--- src/rtl/bus_master_if.sv ---
// Single-outstanding bus master: takes a user command, requests the arbiter,
// waits for grant and ack (with timeout), then holds the response until taken.
module bus_master_if #(
  parameter int TIMEOUT = 16,
  parameter int DW      = 32
) (
  input  logic          clk,
  input  logic          rst,
  input  logic          cmd_valid,
  output logic          cmd_ready,
  input  logic          cmd_slave,
  input  logic [DW-1:0] cmd_data,
  output logic          req,
  output logic          slave_id,
  output logic [DW-1:0] m_data_out,
  input  logic          gnt,
  input  logic          ack,
  input  logic [DW-1:0] m_data_in,
  output logic          rsp_valid,
  input  logic          rsp_ready,
  output logic [DW-1:0] rsp_data,
  output logic          rsp_err,
  output logic [15:0]   txn_cnt
);

  typedef enum logic [1:0] {IDLE, REQ, XFER, RSP} state_t;

  localparam logic [7:0] TMO_LAST = 8'(TIMEOUT - 1);

  state_t        state_q, state_d;
  logic [7:0]    tmo_q, tmo_d;
  logic          slave_q, slave_d;
  logic [DW-1:0] data_q, data_d;
  logic [DW-1:0] rsp_data_q, rsp_data_d;
  logic          rsp_err_q, rsp_err_d;
  logic [15:0]   txn_cnt_q, txn_cnt_d;
  logic          tmo_hit;
  logic          busy;

  assign tmo_hit = (tmo_q == TMO_LAST);

  always_ff @(posedge clk) begin
    if (rst) begin
      state_q    <= IDLE;
      tmo_q      <= '0;
      slave_q    <= 1'b0;
      data_q     <= '0;
      rsp_data_q <= '0;
      rsp_err_q  <= 1'b0;
      txn_cnt_q  <= '0;
    end else begin
      state_q    <= state_d;
      tmo_q      <= tmo_d;
      slave_q    <= slave_d;
      data_q     <= data_d;
      rsp_data_q <= rsp_data_d;
      rsp_err_q  <= rsp_err_d;
      txn_cnt_q  <= txn_cnt_d;
    end
  end

  always_comb begin
    state_d    = state_q;
    tmo_d      = tmo_q;
    slave_d    = slave_q;
    data_d     = data_q;
    rsp_data_d = rsp_data_q;
    rsp_err_d  = rsp_err_q;
    txn_cnt_d  = txn_cnt_q;
    case (state_q)
      IDLE: begin
        if (cmd_valid) begin
          slave_d = cmd_slave;
          data_d  = cmd_data;
          tmo_d   = '0;
          state_d = REQ;
        end
      end
      REQ: begin
        // ack is never a completion here, even alongside gnt
        tmo_d = tmo_q + 8'd1;
        if (tmo_hit) begin
          state_d    = RSP;
          rsp_err_d  = 1'b1;
          rsp_data_d = '0;
        end else if (gnt) begin
          state_d = XFER;
        end
      end
      XFER: begin
        // ack beats a coincident timeout
        tmo_d = tmo_q + 8'd1;
        if (ack) begin
          state_d    = RSP;
          rsp_err_d  = 1'b0;
          rsp_data_d = m_data_in;
          txn_cnt_d  = txn_cnt_q + 16'd1;
        end else if (tmo_hit) begin
          state_d    = RSP;
          rsp_err_d  = 1'b1;
          rsp_data_d = '0;
        end else if (!gnt) begin
          state_d = REQ;
        end
      end
      RSP: begin
        if (rsp_ready) state_d = IDLE;
      end
      default: state_d = IDLE;
    endcase
  end

  assign busy       = (state_q == REQ) || (state_q == XFER);
  assign cmd_ready  = (state_q == IDLE);
  assign rsp_valid  = (state_q == RSP);
  assign req        = busy;
  assign slave_id   = busy & slave_q;
  assign m_data_out = busy ? data_q : '0;
  assign rsp_data   = rsp_data_q;
  assign rsp_err    = rsp_err_q;
  assign txn_cnt    = txn_cnt_q;

endmodule

--- config.mk ---
export PLATFORM = sky130hd
export DESIGN_NAME = bus_master_if
export DESIGN_NICKNAME = d
export VERILOG_FILES = /design/src/rtl/bus_master_if.sv
export SDC_FILE = /design/constraint.sdc
export NUM_CORES = 1
export LEC_CHECK = 0
export ABC_CLOCK_PERIOD_IN_PS = 2600
export CAP_MARGIN = 10
export CORE_UTILIZATION = 44
export CTS_BUF_LIST = sky130_fd_sc_hd__clkbuf_8
export CTS_CLUSTER_DIAMETER = 80
export DETAILED_ROUTE_END_ITERATION = 8
export PLACE_DENSITY = 0.9
export SLEW_MARGIN = 10
export SYNTH_ARGS = -nofsm -noshare
export SYNTH_HDL_FRONTEND = slang
export SYNTH_SLANG_ARGS = --single-unit
--- constraint.sdc ---
create_clock -name clk -period 2.6 [get_ports clk]
set_input_delay 0.78 -clock clk [delete_from_list [all_inputs] [get_ports clk]]
set_output_delay 0.78 -clock clk [all_outputs]
set_load 0.01 [all_outputs]
==> results.tsv <==
metric	value	unit
outcome	finished clean	
cts_root_buf	clkbuf_8	
leakage	2.167	nW
irDropWorstVdd	0.0004176	V
core-area	0.008299	mm²
cp_max_fo	38	
regArea	0.001843	mm²
cp.arrival	1.68	ns
nets	706	
crit_path_end_kind	output pin	
synthCells	476	
ys_ff_latch	92	
dr.pass1.iters	4	
start_kind	flop	
synth_area_leader_cell	dfxtp_1	
ant_nets	0	
syn-num-nets	554	
finish.utilization	68.34	%
fin_area	0.005672	mm²
ys_types	37	
gr-total-overflow	0	
slew_headroom	56.92	%
final_cells	738	
gp_congestion	0.8062	
multi_input_area	0.001862	mm²
numCtsBuffers	9	
n_antenna_cell	0	
cts_tree	yes	
cts_buffer_depth	2	
first_global_vias	3527	
grt_max_degree	39	
postSynthAreaPerCell	8.015	µm²
drt-vias-per-instance	5.088	
rsz0062_at_grt	false	
port_buffers	155	
cts_hold_buf	0	
maxCapViolCount	0	
core.rowCount	33	
die_h	95.12	µm
post-route-min-period	2.456	ns
synth_mux_area_share	0.5576	%
initial_core_util	45.97	%
fill_cells	689	
worstHoldPathCells	2	
dieArea	0.009047	mm²
grt_pass1_wl	15630	µm
yosysTopAreaCellShare	48.28	%
fin_tns_setup	0	ns
drt_first_iter_violations	134	
die_x	95.12	µm
vias	3755	
clock.fmax	407.1	MHz
worstMarginPinSlew	0.6461	ns
pin_count	156	
worstSetupPathType	reg -> out	
wire_per_inst	13.37	µm
required	1.82	ns
yosysSeqAreaShare	48.28	%
cts-htree-levels	3	
synth-xor-area-share	3.444	%
synth_common_cells	nand2_1 (141), dfxtp_1 (92), a21oi_1 (76), and2_1 (34), clkbuf_1 (20)	
synth_top_family_by_area	simple AND/OR/NAND/NOR gates	
antenna_found_initial	0	
synthTopCellsByArea	dfxtp_1 (48%), nand2_1 (14%), a21oi_1 (10%)	
power	3.680	mW
syn-cell-area	0.003815	mm²
post-cts-setup-buffer-count	0	
routed_wl	9866	µm
dp_hpwl	7270	µm
drive_gt1_share	5.845	%
r2r_cells	7	
area_growth	48.67	%
synth_most_common_cell	nand2_1	
hp-class	reg -> reg	
synthAdderAreaFrac	2.296	%
synth_ff_type	dfxtp_1	
finalSetupViolations	0	
synth-edff-count	0	
synth_compound_area_share	12.86	%
place_area	0.005498	mm²
cts-resized-gates	36	
power_density	648.9	mW/mm²
dp.cells	722	
maxSlewViolCount	0	
cts.sinks	92	
route.detailed.drc	0	
synthSimpleGateAreaFrac	29.26	%
final_hold_viol_count	0	
synthArstFlopShare	0	%
grt_use_total	21.84	%
skew	0.009503	ns
fin_crit_sh	94.47	%
clock_latency	0.35	ns
synth-warning-count	0	
path_clk_slew	0.09	ns
[critical path: stages, from the launching register on]
cell	delay (ns)
dfxtp_1	0.34
inv_1	0.09
ha_4	0.30
buf_12	0.17
and2_1	0.16
dlygate4sd2_1	0.27
[report_power, final]
group | leakage, nW | internal, mW | switching, mW | total, mW
Combinational | 1.32 | 0.521 | 0.609 | 1.13
Clock | 0.0959 | 0.469 | 0.486 | 0.955
Sequential | 0.747 | 1.53 | 0.0647 | 1.60
[final timing paths]
kind	start	endpoint	slack, ns
max	state_q[1]	m_data_out[2]	0.14
min	data_q[0]	data_q[0]	0.45
max reg2reg	state_q[0]	txn_cnt[15]	0.48
min reg2reg	data_q[0]	data_q[0]	0.45
[cells by family (layout without fill, tap and decap cells)]
group | after synthesis | in the layout
flip-flops | 92 | 92
AND/OR/NAND/NOR | 237 | 237
adder cells (fa/ha/maj) | 7 | 7
XOR/XNOR | 15 | 15
buffers and inverters | 32 | 189
AO/OA/AOI/OAI | 91 | 91
multiplexers | 2 | 2
[metrics by stage]
step / setup slack [ns] / hold slack (ns)
2_1_floorplan: 0.3144 / 0.4317
3_3_place_gp: 0.2046 / 0.4389
3_5_place_dp: 0.1485 / 0.4426
4_1_cts: 0.1331 / 0.4545
5_1_grt: 0.04905 / 0.4731
6_report: 0.1438 / 0.4537
[state kept, by name (all words and copies together), names as in the netlist]
| register | cells |
|---|---|
| txn_cnt | 16 |
| slave_q | 1 |
| tmo_q | 8 |
| rsp_data | 32 |
| rsp_err | 1 |
| data_q | 32 |
| state_q | 2 |
[placed cells by master, fill, tap and decap left out, types with 2 or more instances in the layout]
cell type	count
nand2_1	141
clkdlybuf4s50_1	120
dfxtp_1	91
a21oi_1	76
and2_1	34
dlygate4sd2_1	34
nor2_1	18
buf_4	12
xor2_1	11
clkbuf_8	10
nand4_1	9
nand3_1	7
inv_1	6
o31ai_1	6
or4_1	6
ha_1	6
and4_1	4
xnor2_1	4
o21ai_0	3
clkinvlp_4	3
nor4_1	2
nor4b_1	2
nand2b_1	2
nor2b_1	2
a2bb2oi_1	2
nand3b_1	2
[metal layers]
| metal | vias to the layer above | global-route usage (%) | wire [µm] |
|---|---|---|---|
| met2 | 127 | 39.11 | 4893 |
| met4 | 0 | 7.071 | 120 |
| met3 | 10 | 5.582 | 757 |
| met1 | 1725 | 25.20 | 4094 |
| li1 | 1893 | - | - |
| met5 | - | 0 | 0 |
[area by class of cell]
type                            count  area share (%)
Sequential cell                    92           32.50
Multi-Input combinational cell    352           32.83
Clock buffer                       10           2.427
Inverter                            5          0.3309
Tap cell                          105           2.316
Clock inverter                      6           1.147
Timing Repair Buffer              168           28.46
(Power assumes the default switching activity.)
